## src/rtl/sync_fifo_pkg.sv

```systemverilog
// Shared types and constants for the single-clock flagged FIFO.
// Holds the read-mode enum, width helper and default thresholds.
package sync_fifo_pkg;

  typedef enum logic {
    ModeStd  = 1'b0,
    ModeFwft = 1'b1
  } read_mode_e;

  localparam int unsigned DefDsize     = 8;
  localparam int unsigned DefAsize     = 9;
  localparam int unsigned DefAemptyLvl = 4;
  localparam int unsigned DefAfullGap  = 4;

  // count must represent 0..2**asize inclusive
  function automatic int unsigned cnt_width(input int unsigned asize);
    return asize + 1;
  endfunction

  function automatic int unsigned afull_default(input int unsigned asize);
    return (1 << asize) - DefAfullGap;
  endfunction

endpackage

```

## src/rtl/sync_fifo_flags_if.sv

```systemverilog
// Producer/consumer handshake and status bundle for sync_fifo_flags.
// The slave modport is the FIFO side; master is the user side.
interface sync_fifo_flags_if #(
  parameter int unsigned DSIZE = 8,
  parameter int unsigned ASIZE = 9
) ();

  logic             w_inc;
  logic [DSIZE-1:0] wdata;
  logic             rinc;
  logic [DSIZE-1:0] rdata;
  logic             clr_err;
  logic             w_full;
  logic             rempty;
  logic             w_afull;
  logic             r_aempty;
  logic [ASIZE:0]   count;
  logic             overflow;
  logic             underflow;

  modport master (
    output w_inc, wdata, rinc, clr_err,
    input  rdata, w_full, rempty, w_afull, r_aempty, count, overflow, underflow
  );

  modport slave (
    input  w_inc, wdata, rinc, clr_err,
    output rdata, w_full, rempty, w_afull, r_aempty, count, overflow, underflow
  );

endinterface

```

## src/rtl/sync_fifomem.sv

```systemverilog
// FIFO storage: 2**ASIZE x DSIZE array, synchronous write, asynchronous read.
module sync_fifomem #(
  parameter int unsigned DSIZE = 8,
  parameter int unsigned ASIZE = 9
) (
  input  logic             clk_i,
  input  logic             we_i,
  input  logic [ASIZE-1:0] waddr_i,
  input  logic [DSIZE-1:0] wdata_i,
  input  logic [ASIZE-1:0] raddr_i,
  output logic [DSIZE-1:0] rdata_o
);

  localparam int unsigned Depth = 1 << ASIZE;

  logic [DSIZE-1:0] mem_q [Depth];

  always_ff @(posedge clk_i) begin
    if (we_i) begin
      mem_q[waddr_i] <= wdata_i;
    end
  end

  assign rdata_o = mem_q[raddr_i];

endmodule

```

## src/rtl/sync_fifo_flags.sv

```systemverilog
// Single-clock FIFO with exact count, programmable thresholds, sticky errors
// and a compile-time choice of registered or first-word-fall-through reads.
module sync_fifo_flags
  import sync_fifo_pkg::*;
#(
  parameter int unsigned DSIZE      = DefDsize,
  parameter int unsigned ASIZE      = DefAsize,
  parameter int unsigned AFULL_LVL  = afull_default(ASIZE),
  parameter int unsigned AEMPTY_LVL = DefAemptyLvl,
  parameter int unsigned FWFT       = 0
) (
  input logic              clk,
  input logic              rst,
  sync_fifo_flags_if.slave bus_io
);

  localparam int unsigned Depth = 1 << ASIZE;
  localparam int unsigned CntW  = cnt_width(ASIZE);
  localparam read_mode_e  Mode  = (FWFT != 0) ? ModeFwft : ModeStd;

  if (AFULL_LVL < 1 || AFULL_LVL > Depth) begin : g_bad_afull
    $fatal(1, "sync_fifo_flags: AFULL_LVL out of range");
  end
  if (AEMPTY_LVL >= Depth) begin : g_bad_aempty
    $fatal(1, "sync_fifo_flags: AEMPTY_LVL out of range");
  end

  logic [ASIZE-1:0] waddr_q, waddr_d;
  logic [ASIZE-1:0] raddr_q, raddr_d;
  logic [CntW-1:0]  count_q, count_d;
  logic [DSIZE-1:0] rdata_q, rdata_d;
  logic             overflow_q, overflow_d;
  logic             underflow_q, underflow_d;
  logic [DSIZE-1:0] mem_rdata;
  logic             full, empty, wr_acc, rd_acc;

  assign full   = (count_q == CntW'(Depth));
  assign empty  = (count_q == '0);
  assign wr_acc = bus_io.w_inc && !full;
  assign rd_acc = bus_io.rinc && !empty;

  always_comb begin
    waddr_d     = waddr_q;
    raddr_d     = raddr_q;
    count_d     = count_q;
    rdata_d     = rdata_q;
    if (wr_acc) waddr_d = waddr_q + ASIZE'(1);
    if (rd_acc) begin
      raddr_d = raddr_q + ASIZE'(1);
      rdata_d = mem_rdata;
    end
    unique case ({wr_acc, rd_acc})
      2'b10:   count_d = count_q + CntW'(1);
      2'b01:   count_d = count_q - CntW'(1);
      default: count_d = count_q;
    endcase
    // a new error event outranks a simultaneous clear
    overflow_d  = (bus_io.w_inc && full) || (overflow_q && !bus_io.clr_err);
    underflow_d = (bus_io.rinc && empty) || (underflow_q && !bus_io.clr_err);
  end

  always_ff @(posedge clk) begin
    if (rst) begin
      waddr_q     <= '0;
      raddr_q     <= '0;
      count_q     <= '0;
      rdata_q     <= '0;
      overflow_q  <= 1'b0;
      underflow_q <= 1'b0;
    end else begin
      waddr_q     <= waddr_d;
      raddr_q     <= raddr_d;
      count_q     <= count_d;
      rdata_q     <= rdata_d;
      overflow_q  <= overflow_d;
      underflow_q <= underflow_d;
    end
  end

  sync_fifomem #(
    .DSIZE (DSIZE),
    .ASIZE (ASIZE)
  ) u_mem (
    .clk_i   (clk),
    .we_i    (wr_acc),
    .waddr_i (waddr_q),
    .wdata_i (bus_io.wdata),
    .raddr_i (raddr_q),
    .rdata_o (mem_rdata)
  );

  assign bus_io.rdata     = (Mode == ModeFwft) ? mem_rdata : rdata_q;
  assign bus_io.w_full    = full;
  assign bus_io.rempty    = empty;
  assign bus_io.w_afull   = (count_q >= CntW'(AFULL_LVL));
  assign bus_io.r_aempty  = (count_q <= CntW'(AEMPTY_LVL));
  assign bus_io.count     = count_q;
  assign bus_io.overflow  = overflow_q;
  assign bus_io.underflow = underflow_q;

endmodule

```

## src/flat_wrapper.sv

```systemverilog
// flat-port wrapper written by rule: the top's interface ports become plain ports
module sync_fifo_flags_flat import sync_fifo_pkg::*;
#(
  parameter int unsigned DSIZE      = DefDsize,
  parameter int unsigned ASIZE      = DefAsize,
  parameter int unsigned AFULL_LVL  = afull_default(ASIZE),
  parameter int unsigned AEMPTY_LVL = DefAemptyLvl,
  parameter int unsigned FWFT       = 0
)
  (clk, rst, bus_io_w_inc, bus_io_wdata, bus_io_rinc, bus_io_clr_err, bus_io_rdata, bus_io_w_full, bus_io_rempty, bus_io_w_afull, bus_io_r_aempty, bus_io_count, bus_io_overflow, bus_io_underflow);
  sync_fifo_flags_if #(.DSIZE(DSIZE), .ASIZE(ASIZE)) bus_io_i ();
  input logic clk;
  input logic rst;
  input wire logic [$bits(bus_io_i.w_inc)-1:0] bus_io_w_inc;
  input wire logic [$bits(bus_io_i.wdata)-1:0] bus_io_wdata;
  input wire logic [$bits(bus_io_i.rinc)-1:0] bus_io_rinc;
  input wire logic [$bits(bus_io_i.clr_err)-1:0] bus_io_clr_err;
  output wire logic [$bits(bus_io_i.rdata)-1:0] bus_io_rdata;
  output wire logic [$bits(bus_io_i.w_full)-1:0] bus_io_w_full;
  output wire logic [$bits(bus_io_i.rempty)-1:0] bus_io_rempty;
  output wire logic [$bits(bus_io_i.w_afull)-1:0] bus_io_w_afull;
  output wire logic [$bits(bus_io_i.r_aempty)-1:0] bus_io_r_aempty;
  output wire logic [$bits(bus_io_i.count)-1:0] bus_io_count;
  output wire logic [$bits(bus_io_i.overflow)-1:0] bus_io_overflow;
  output wire logic [$bits(bus_io_i.underflow)-1:0] bus_io_underflow;
  assign bus_io_i.w_inc = bus_io_w_inc;
  assign bus_io_i.wdata = bus_io_wdata;
  assign bus_io_i.rinc = bus_io_rinc;
  assign bus_io_i.clr_err = bus_io_clr_err;
  assign bus_io_rdata = bus_io_i.rdata;
  assign bus_io_w_full = bus_io_i.w_full;
  assign bus_io_rempty = bus_io_i.rempty;
  assign bus_io_w_afull = bus_io_i.w_afull;
  assign bus_io_r_aempty = bus_io_i.r_aempty;
  assign bus_io_count = bus_io_i.count;
  assign bus_io_overflow = bus_io_i.overflow;
  assign bus_io_underflow = bus_io_i.underflow;
  sync_fifo_flags #(.DSIZE(DSIZE), .ASIZE(ASIZE), .AFULL_LVL(AFULL_LVL), .AEMPTY_LVL(AEMPTY_LVL), .FWFT(FWFT)) u_core (.clk(clk), .rst(rst), .bus_io(bus_io_i));
endmodule
```

## config.mk

```make
export PLATFORM = sky130hd
export DESIGN_NAME = sync_fifo_flags_flat
export DESIGN_NICKNAME = d
export VERILOG_FILES = /design/src/rtl/sync_fifo_pkg.sv /design/src/rtl/sync_fifo_flags_if.sv /design/src/rtl/sync_fifomem.sv /design/src/rtl/sync_fifo_flags.sv /design/src/flat_wrapper.sv
export SDC_FILE = /design/constraint.sdc
export NUM_CORES = 2
export LEC_CHECK = 0
export CAP_MARGIN = 20
export CORE_UTILIZATION = 40
export CTS_CLUSTER_SIZE = 30
export DETAILED_ROUTE_END_ITERATION = 6
export PLACE_DENSITY_LB_ADDON = 0.12
export SYNTH_ARGS = -nofsm -noshare
export SYNTH_HDL_FRONTEND = slang
export SYNTH_SLANG_ARGS = --single-unit
```

## constraint.sdc

```tcl
create_clock -name clk -period 4.1 [get_ports clk]
set_input_delay 0.82 -clock clk [delete_from_list [all_inputs] [get_ports clk]]
set_output_delay 0.82 -clock clk [all_outputs]
set_load 0.02 [all_outputs]
```

**Yosys cells after proc, flatten, opt, wreduce, memory -nomap -nowiden**

Memory sizes are Yosys's and may differ from the RTL's. A register that Yosys moved wholly into a read port is not among the register bits.
Cells that the tools add are included.
Widths: inputs -> output; s select.

- Add/subtract/negate cells: 4
- Magnitude comparators: 2
- Eq/ne operators: 3
- Multiplexer cells: 3
- Reductions and logical operators: 13

Operator list:

| kind | number |
|---|---|
| $pmux 10 s2 | 1 |
| $add 9x1->9 const B | 2 |
| $add 10x1->10 const B | 1 |
| $eq 10x10->1 const B | 1 |
| $ge 10x9->1 const B | 1 |
| $le 10x3->1 const B | 1 |
| $logic_not 10->1 | 1 |
| $sub 10x1->10 const B | 1 |
| $logic_and 1x1->1 | 6 |
| $logic_not 1->1 | 3 |
| $eq 2x1->1 const B | 1 |
| $eq 2x2->1 const B | 1 |
| $logic_or 1x1->1 | 2 |
| $mux 1 | 2 |
| $reduce_bool 2->1 | 1 |

- Flip-flop bits (word level): 30
- RAM bits: 4,096
- Bits of input ports: 13
- Output and inout port bits: 24
- Logic and storage cells: 31
- Memories kept: 1

Memories:

| name | depth | bits a word | rd ports | clocked after Yosys merged registers in | wr ports | line | RTL |
|---|---|---|---|---|---|---|---|
| u_core.u_mem.mem_q | 512 | 8 | 1 | 1 | 1 | sync_fifomem.sv:16 | `logic [DSIZE-1:0] mem_q [Depth];` |

**Depth between registers and ports, before layout**

- Depth after elaboration: 5
- Depth in mapped cells: 16
- Depth with buffers taken out: 15

**By module**

From an unflattened synthesis, not the netlist that was laid out.

- Cell total of the unflattened synthesis: 8,268
- Area total of the unflattened synthesis: 161,824.0 um2

Modules (own cells, without submodules):

| module | instances | cells each | area an instance (um2) | sequential area each (um2) |
|---|---|---|---|---|
| sync_fifomem | 1 | 8,022 | 159,767.0 | 122,998.0 |
| sync_fifo_flags | 1 | 246 | 2,057.0 | 760.7 |

**Worst setup path before layout**

OpenSTA, ideal clock, no wires.

- Path kind: flip-flop to flip-flop
- From: register u_core.count_q[3], in the netlist u_core.bus_io.count[3]
- To: register u_core.count_q[8], in the netlist u_core.bus_io.count[8]
- Setup time: 92 ps
- Arrival time: 3,555 ps
- Data required time: 4,008 ps
- Path slack: 453 ps
- Stages on the path, launching flop included: 16
- Buffers on the path: 1
- Clock period less this slack: 3,647 ps
- Cell sequence: dfxtp_1 > nor4_1 > nand2_1 > o31ai_2 > inv_1 > clkbuf_1 > ha_1 > ha_1 > nor2b_1 > o21ai_0 > a21boi_0 > o21ai_0 > a21boi_0 > o21a_1 > o21a_1 > o32ai_1

- Cells in the longest elaborated chain, start to end: 5
- Elaborated cells on any way between the ends: 12
- Those cells by class: 2 x add/sub; 3 x eq/ne; 1 x mux; 6 x reduce/logical

Ends and longest elaborated chain:

| item | line | RTL |
|---|---|---|
| start, declared | sync_fifo_flags.sv:30 | `logic [CntW-1:0] count_q, count_d;` |
| start signal, assigned | sync_fifo_flags.sv:73 | `count_q <= count_d;` |
| $logic_not 10->1 * | sync_fifo_flags.sv:38 | `assign empty = (count_q == '0);` |
| $logic_not 1->1 * | sync_fifo_flags.sv:40 | `assign rd_acc = bus_io.rinc && !empty;` |
| $logic_and 1x1->1 * | sync_fifo_flags.sv:40 |  |
| via u_core.rd_acc | sync_fifo_flags.sv:35 | `logic full, empty, wr_acc, rd_acc;` |
| $eq 2x1->1 or $eq 2x2->1 (tied branches) | sync_fifo_flags.sv:52 | `unique case ({wr_acc, rd_acc})` |
| $pmux 10 s2 or $reduce_bool 2->1 (tied branches) | - |  |

Mark *: on every way through the listed nets, which the timed path passes. The rest lies on a longest branch.
A chain may end at the register's enable or synchronous reset.

==> flow_metrics.py <==
metrics = {
    "timing": {
        "setup_violations": 0,
        "relSlewSlack_pct": 18.89,
        "setup_ws_ns": 0.06538,
        "hold_viol_final": 0,
        "worst_pin_slew_ns": 1.217,
        "finClkSkew_ns": 0.05710,
        "rsz0062_at_grt": "no",
        "finalCritPeriodShare_pct": 98.41,
        "max_freq_mhz": 247.9,
        "maxSlewViolCount": 0,
        "min_period_ns": 4.035,
    },
    "route": {
        "routedWlPerCell_um": 34.46,
        "vias_per_cell": 5.836,
        "finalWirelength_um": 485300,
        "drc": 0,
        "final_antenna_net_count": 0,
        "drtIter0Drc": 9776,
        "vias": 82190,
        "first_pass_iters": 5,
    },
    "synth": {
        "synth.area.top_cells": "edfxtp_1 77%, mux4_2 15%, nor2_1 1.4%",
        "async_reset_ff_share_pct": 0,
        "ys_seq_elements": 4134,
        "synth_top_area_cell": "edfxtp_1",
        "synth_edf_count": 4096,
        "yosysTopAreaCellShare_pct": 76.51,
        "synth_fa_ha_area_share_pct": 0.1214,
        "synthFlopType": "edfxtp_1",
        "synth_compound_area_share_pct": 2.508,
        "synth_nets": 7482,
        "ys.warnings.count": 0,
        "synthesis.instances": 7454,
        "synth-seq-area-share_pct": 76.99,
        "yosys.area_share.xor_xnor_pct": 0.09262,
        "post_synth_mux_area_share_pct": 16.05,
        "synth_cell_types": 77,
        "syn-cell-area_mm2": 0.1608,
        "avgSynthCellArea_um2": 21.57,
        "synth-simple-area-share_pct": 2.468,
        "synth_top_family_by_area": "multiplexers",
    },
    "final_layout": {
        "mostFrequentLayoutCells": "4096 x edfxtp_1, 1043 x mux4_2, 859 x buf_4",
        "drive_above_1_share_pct": 31.03,
        "syn2layout_area_growth_pct": 17.03,
        "final_cells": 14080,
        "utilization_pct": 47.07,
        "final_nets": 8471,
        "finalInstanceArea_mm2": 0.1881,
        "final_common_cell": "edfxtp_1",
    },
    "floorplanning": {
        "start_util_pct": 40.22,
        "num_rows": 232,
        "core-area_mm2": 0.3997,
        "io_pins": 37,
        "die_w_um": 635.9,
        "die-area_mm2": 0.4044,
        "die_h_um": 635.9,
    },
    "grt": {
        "grt-ovfl-total": 0,
        "track_usage_pct": 23.67,
        "grt_pass1_wl_um": 675200,
        "antenna_found_initial": 24,
        "grt_start_max_net_pins": 132,
        "first_global_vias": 83420,
    },
    "cts": {
        "root_buffer": "clkbuf_16",
        "postCtsHoldBufs": 0,
        "cts_tree": "yes",
        "htree_levels": 5,
        "clk_latency_ns": 0.99,
        "numCtsBuffers": 438,
        "path_clk_slew_ns": 0.06,
        "cts_buffer_depth": 4,
        "clock_sink_count": 4134,
    },
    "place": {
        "dpl_cell_area_mm2": 0.1741,
        "gp_congestion": 0.8387,
        "place_ws_ns": -0.09797,
        "dp_cells": 13270,
        "port_buffers": 36,
        "dpl.hpwl_um": 309800,
    },
    "hold_path": {
        "holdCritPathClass": "in2reg",
    },
    "pwr": {
        "p_total_mw": 106.6,
        "cellPowerDensity_mw_per_mm2": 566.6,
        "leakage_nw": 58.99,
        "peakVddDrop_v": 0.0003630,
    },
    "worst_setup_path": {
        "worstSetupEndpointType": "flip-flop",
        "crit_fanout": 40,
        "cp.required_ns": 4.99,
        "crit_type": "reg2reg",
        "critPathLaunchType": "flip-flop",
        "critPathArrivalTime_ns": 4.93,
    },
    "flow_run": {
        "max_cap_viol_count": 0,
    },
    "status": {
        "outcome": "complete, no violations",
    },
}
cell usage after synthesis (25+ instances only):
cell type,count
a221oi_1,43
a211oi_1,37
o21ai_0,63
buf_4,45
a22oi_1,105
nand2_1,172
nor2b_1,25
buf_2,103
mux2i_1,218
o221ai_1,34
mux4_2,1043
nor2_1,617
buf_6,63
o22ai_1,48
dfxtp_1,38
edfxtp_1,4096
clkbuf_1,214
nand3_1,33
a21oi_1,101
power by group:
part | total [mW] | leakage [nW] | internal (mW) | switching [mW]
clock network | 38.7 | 6.79 | 22.0 | 16.7
logic | 21.1 | 15.1 | 9.91 | 11.2
registers | 46.8 | 37.1 | 46.6 | 0.222
state kept, by name, indices dropped and copies added (netlist names):
| register | cells |
|---|---|
| u_core.u_mem.mem_q | 4096 |
| u_core.bus_io.count | 10 |
| u_core.raddr_q | 9 |
| u_core.waddr_q | 9 |
| u_core.bus_io.rdata | 8 |
| u_core.bus_io.overflow | 1 |
| u_core.bus_io.underflow | 1 |
logic make-up after synthesis:
| logic type | Yosys count |
|---|---|
| fa+ha+maj | 15 |
| flops | 4134 |
| simple gates | 954 |
| compound gates | 573 |
| mux | 1272 |
| xor+xnor | 17 |
| buf+inv | 489 |
path summary, 6_finish.rpt:
path                                  startpoint                                    to  slack [ns]  cells past startpoint
setup / recovery  u_core.raddr_q[0]$_SDFFE_PP0P_   u_core.bus_io.rdata[2]$_SDFFE_PP0P_        0.07                     10
hold / removal                   bus_io_wdata[7]  u_core.u_mem.mem_q[295][7]$_DFFE_PP_        0.30                      1
setup reg to reg  u_core.raddr_q[0]$_SDFFE_PP0P_   u_core.bus_io.rdata[2]$_SDFFE_PP0P_        0.07                     10
hold reg to reg   u_core.waddr_q[1]$_SDFFE_PP0P_        u_core.waddr_q[1]$_SDFFE_PP0P_        0.54                      2
layer usage:
| metal | GRT usage (%) | vias to the layer above | share of wire, % |
|---|---|---|---|
| met2 | 37.71 | 3348 | 47 |
| met1 | 34.16 | 44920 | 43 |
| met5 | 0 | - | 0.013 |
| met4 | 6.462 | 6 | 3.0 |
| met3 | 3.525 | 631 | 6.8 |
| li1 | - | 33280 | - |
cell type report:
type,instances,area [µm²]
Inverter,20,93.84
Clock inverter,277,2587
Timing Repair Buffer,1018,9306
Multi-Input combinational cell,2831,34420
Tap cell,5265,6588
Sequential cell,4134,123800
Antenna cell,6,15.01
Clock buffer,532,11330
Fill cell,33030,211600
through the flow:
step                hold WS (ns)  TNS [ns]
global route              0.2532         0
detailed placement        0.5208   -0.1633
finish                    0.2999         0
CTS                       0.2466         0
floorplan                 0.4898         0
global placement          0.5097   -0.2426
timing repair:
| item | 4_1_cts | 5_1_grt |
|---|---|---|
| setup endpoints to repair | 2 | 4 |
| gates resized for setup | 2 | 4 |
| buffers inserted | 4 | 0 |
worst max-delay path, stage by stage (launching register included):
cell	delay, ns
dfxtp_4	0.49
buf_12	0.27
buf_12	0.35
mux4_2	0.62
a311oi_1	0.59
o21ai_0	0.19
a2111oi_0	0.43
buf_4	0.21
a211o_1	0.35
a2bb2oi_1	0.12
a21o_1	0.19
Note: power is estimated with default switching activity, not from simulation.
